`src/rtl/branch_ctrl_fsm.sv`:
```
// Branch control sub-FSM for the multicycle CPU. It sequences BEQ/BNE/BLE/BGT:
// it loads the operands, runs the condition evaluator, decides, optionally
// writes the PC, then hands control back to the main FSM.
// Latency: start->done is 5 cycles when the branch is taken, 4 when not taken.
// Backpressure: none. A start that arrives while busy is dropped without an
// illegal pulse.
//
// Ports:
//   clk, reset           clock; synchronous active-high reset
//   start, opcode        handoff from the main FSM (start is sampled in IDLE only)
//   cond_true            evaluator result, sampled only in EVAL
//   a_load, b_load       operand register loads
//   alu_op               ALU operation select
//   uc_control, uc_op    condition evaluator enable and condition select
//   pc_write, pc_src     PC write enable and PC source select (1 = branch target)
//   busy, done, illegal  status flags; done and illegal are one-cycle pulses
module branch_ctrl_fsm #(
  parameter logic [5:0] OP_BEQ  = 6'h04,
  parameter logic [5:0] OP_BNE  = 6'h05,
  parameter logic [5:0] OP_BLE  = 6'h06,
  parameter logic [5:0] OP_BGT  = 6'h07,
  parameter logic [2:0] ALU_SUB = 3'b010,
  parameter logic [2:0] ALU_NOP = 3'b000
) (
  input  logic       clk,
  input  logic       reset,
  input  logic       start,
  input  logic [5:0] opcode,
  input  logic       cond_true,
  output logic       a_load,
  output logic       b_load,
  output logic [2:0] alu_op,
  output logic       uc_control,
  output logic [1:0] uc_op,
  output logic       pc_write,
  output logic       pc_src,
  output logic       busy,
  output logic       done,
  output logic       illegal
);

  typedef enum logic [2:0] {
    S_IDLE   = 3'd0,
    S_LOAD   = 3'd1,
    S_EVAL   = 3'd2,
    S_DECIDE = 3'd3,
    S_WRITE  = 3'd4,
    S_FINISH = 3'd5
  } state_t;

  state_t     state;
  logic [1:0] op_reg;
  logic       taken_reg;

  // Decode the incoming opcode into a branch flag and an evaluator condition select.
  logic       is_branch;
  logic [1:0] op_sel;

  always_comb begin
    is_branch = 1'b1;
    op_sel    = 2'b00;
    case (opcode)
      OP_BEQ:  op_sel = 2'b00;
      OP_BNE:  op_sel = 2'b01;
      OP_BLE:  op_sel = 2'b10;
      OP_BGT:  op_sel = 2'b11;
      default: is_branch = 1'b0;
    endcase
  end

  // The outputs are registered. Each one is loaded with the Moore value of the
  // state being entered, so it is a pure function of state/op_reg and never
  // depends combinationally on cond_true.
  always_ff @(posedge clk) begin
    if (reset) begin
      state      <= S_IDLE;
      op_reg     <= 2'b00;
      taken_reg  <= 1'b0;
      a_load     <= 1'b0;
      b_load     <= 1'b0;
      alu_op     <= ALU_NOP;
      uc_control <= 1'b0;
      uc_op      <= 2'b00;
      pc_write   <= 1'b0;
      pc_src     <= 1'b0;
      busy       <= 1'b0;
      done       <= 1'b0;
      illegal    <= 1'b0;
    end else begin
      // Defaults describe a generic busy state; each arm overrides them as needed.
      a_load     <= 1'b0;
      b_load     <= 1'b0;
      alu_op     <= ALU_NOP;
      uc_control <= 1'b0;
      uc_op      <= op_reg;
      pc_write   <= 1'b0;
      pc_src     <= 1'b0;
      busy       <= 1'b1;
      done       <= 1'b0;
      illegal    <= 1'b0;

      case (state)
        S_IDLE: begin
          if (start && is_branch) begin
            op_reg <= op_sel;
            uc_op  <= op_sel;
            a_load <= 1'b1;
            b_load <= 1'b1;
            state  <= S_LOAD;
          end else begin
            busy    <= 1'b0;
            uc_op   <= 2'b00;
            illegal <= start;
          end
        end

        S_LOAD: begin
          alu_op     <= ALU_SUB;
          uc_control <= 1'b1;
          state      <= S_EVAL;
        end

        S_EVAL: begin
          // Only this state captures the evaluator result.
          taken_reg <= cond_true;
          alu_op    <= ALU_SUB;
          state     <= S_DECIDE;
        end

        S_DECIDE: begin
          if (taken_reg) begin
            pc_write <= 1'b1;
            pc_src   <= 1'b1;
            state    <= S_WRITE;
          end else begin
            done  <= 1'b1;
            state <= S_FINISH;
          end
        end

        S_WRITE: begin
          done  <= 1'b1;
          state <= S_FINISH;
        end

        S_FINISH: begin
          busy  <= 1'b0;
          uc_op <= 2'b00;
          state <= S_IDLE;
        end

        default: begin
          // Unused encodings fall back to an idle-looking state.
          busy  <= 1'b0;
          uc_op <= 2'b00;
          state <= S_IDLE;
        end
      endcase
    end
  end

endmodule

```
`config.mk`:
```
export PLATFORM = sky130hd
export DESIGN_NAME = branch_ctrl_fsm
export DESIGN_NICKNAME = d
export VERILOG_FILES = /design/src/rtl/branch_ctrl_fsm.sv
export SDC_FILE = /design/constraint.sdc
export NUM_CORES = 1
export LEC_CHECK = 0
export CORE_MARGIN = 8
export CORE_UTILIZATION = 48
export CTS_BUF_LIST = sky130_fd_sc_hd__clkbuf_4
export CTS_CLUSTER_DIAMETER = 200
export DETAILED_ROUTE_END_ITERATION = 10
export PLACE_DENSITY = 0.91
export SKIP_CTS_REPAIR_TIMING = 1
export SLEW_MARGIN = 20
export SYNTH_ARGS = -nofsm -noshare
export SYNTH_HDL_FRONTEND = slang
export SYNTH_SLANG_ARGS = --single-unit
export TNS_END_PERCENT = 20
```
`constraint.sdc`:
```
create_clock -name clk -period 3.7 [get_ports clk]
set_input_delay 0.37 -clock clk [delete_from_list [all_inputs] [get_ports clk]]
set_output_delay 0.37 -clock clk [all_outputs]
set_load 0.02 [all_outputs]
```
==> run summary <==
status - complete, no violations
first-pass GRT wire length - 1730 µm
Clock Latency Late Sink - 0.27 ns
met2 Use GR - 13.0%
Logic pwr share - 11.5%
Int Power - 0.233 mW
Clock Tree Root - clkbuf_4
gr usage total - 8.09%
Worst setup EP type - primary output
I/O Buffers - 20
vias per cell - 5.07
GR Layer Usage met1 - 9.24%
Max Cap Viol - 0
Worst path max stage delay - 0.61 ns
most used routing layer - met2
ANT nets after route - 0
Cells after Synth - 60
P&R area growth vs syn - 30.7%
DRT Pass-1 Iters - 3
Max Clk Rate - 632 MHz
Synth area leader - dfxtp_1
WP data required - 3.33 ns
Clock Path Buffers - 2
CTS tree - built
Buf+Inv Stages, Crit Path - 1
post-DP HPWL - 925 µm
share of total power in the clock network - 32.2%
VDD IR-drop max - 0.212 mV
Cell Pwr Density - 356 nW/µm²
Synth Cell Area - 641 µm²
register area share after synthesis - 46.9%
Hold Fails Final Rpt - 0
diodes inserted - 0
Synth top area share - 46.9%
drt total wl - 1150 µm
met3 global-route usage - 1.99%
Area contributors post-synth - dfxtp_1, buf_4, nand4bb_4
Pleak - 0.301 nW
DRC viols - 0
Via Count - 466
WS Path Type - reg2out
fin cells - 92
chip height - 52.5 µm
core area - 1270 µm²
slew margin rel. - 65.2%
initial drt markers - 7
Layout fillers - 106
most common library cell in the layout ignoring fill and taps - clkdlybuf4s50_1
sequential power share - 56.3%
H-tree Lvls - 1
post-route cell area - 837 µm²
Final period util - 42.8%
critical path's top delay family - buffers and inverters
Post-synth EDFFs - 0
CP max stage cell - clkdlybuf4s50_1
Overflow after GRT - 0
TritonCTS buffer count - 3
P_sw - 0.0646 mW
switch share - 21.7%
Placed Area - 807 µm²
hold crit path type - reg2reg
Die ar. - 2760 µm²
dpl cells - 88
Final #Nets - 88
initial antenna violation count - 0
number of synthesized register bits - 15
layout cell share with drive strength beyond 1 - 14.3%
Clock Skew - 0.00233 ns
top_reg_cell synth - dfxtp_1
worst slew pin tran - 0.521 ns
asr flop ratio synth - 0%
row cnt - 13
startpoint types - flop
routability congestion estimate - 0.753
final setup fails - 0
crit path time final - 1.58 ns
largest net degree at the start of global routing - 16
Mean Syn Cell Area - 10.7 µm²
worst path arrival time - 1.21 ns
post-route setup TNS - 0 ns
max FFs per register - 3
I/O pin cnt - 23
vias in the first global route - 434
synth unique cells - 26
max-slew violations - 0
Initial Utilization - 50.5%
Num Clock Sinks - 15
worst path cell trace - clkdlybuf4s50_1
wire per inst - 12.5 µm
worst-path fanout max - 2
Worst-path clk slew - 0.08 ns
Yosys warning count - 0
DIE WIDTH - 52.5 µm
RSZ-0062 raised after global routing - false
most frequent cells in the layout - clkdlybuf4s50_1, dfxtp_1
-- cell families after synthesis --
logic type             after synthesis  share of synthesized area (%)
XOR/XNOR                             1                           1.37
AND/OR/NAND/NOR                     24                           27.7
buffers and inverters                8                           8.79
other                                1                          0.585
flip-flops                          15                           46.9
multiplexers                         3                           5.08
AO/OA/AOI/OAI                        8                           9.57
-- worst paths after layout --
path               end  depth (start not counted)       from  slack (ns)
min reg2reg     pc_src                          1  taken_reg        0.51
max             pc_src                          1     pc_src        2.12
min             pc_src                          1  taken_reg        0.51
max reg2reg  op_reg[1]                          3   state[1]        2.19
-- power groups by stage --
stage	Combinational [mW]	Clock, mW	Sequential [mW]
global placement	0.0340	0	0.171
global route	0.0366	0.106	0.168
detailed placement	0.0343	0	0.171
floorplan	0.0186	0	0.172
CTS	0.0344	0.0999	0.167
finish	0.0343	0.0958	0.167
-- area by class of cell --
cell class                 count  area (µm²)  share of cell area (%)
sequential                    15         300                    35.9
multi-input combinational     38         288                    34.4
timing repair buffer          20         200                    23.9
clock buffer                   4        30.0                    3.59
tap                           15        18.8                    2.24
-- per-layer routing --
metal | up-vias | share of wire (%) | wire length (µm)
li1 | 238 | - | -
met3 | 0 | 6.2 | 71
met5 | - | 0 | 0
met4 | 0 | 0 | 0
met1 | 215 | 44 | 504
met2 | 13 | 50 | 574
-- through the flow --
step	utilization [%]	total power [mW]	hold WS, ns	worst slack (ns)
detailed placement	63.6	0.206	0.502	1.94
global route	66.0	0.311	0.529	2.06
global placement	63.6	0.205	0.496	1.96
finish	66.0	0.298	0.512	2.12
CTS	66.0	0.302	0.514	2.10
floorplan	-	0.191	0.477	2.27
-- cell usage after synthesis, types with 2 or more instances --
master    count
a21oi_1       2
a22o_1        2
buf_4         5
clkbuf_1      2
dfxtp_1      15
mux2_2        2
nor2_1        4
nor2b_1       4
nor3_1        4
nor3b_1       2
nor4b_1       2
or2_2         2
(Power assumes the default switching activity.)
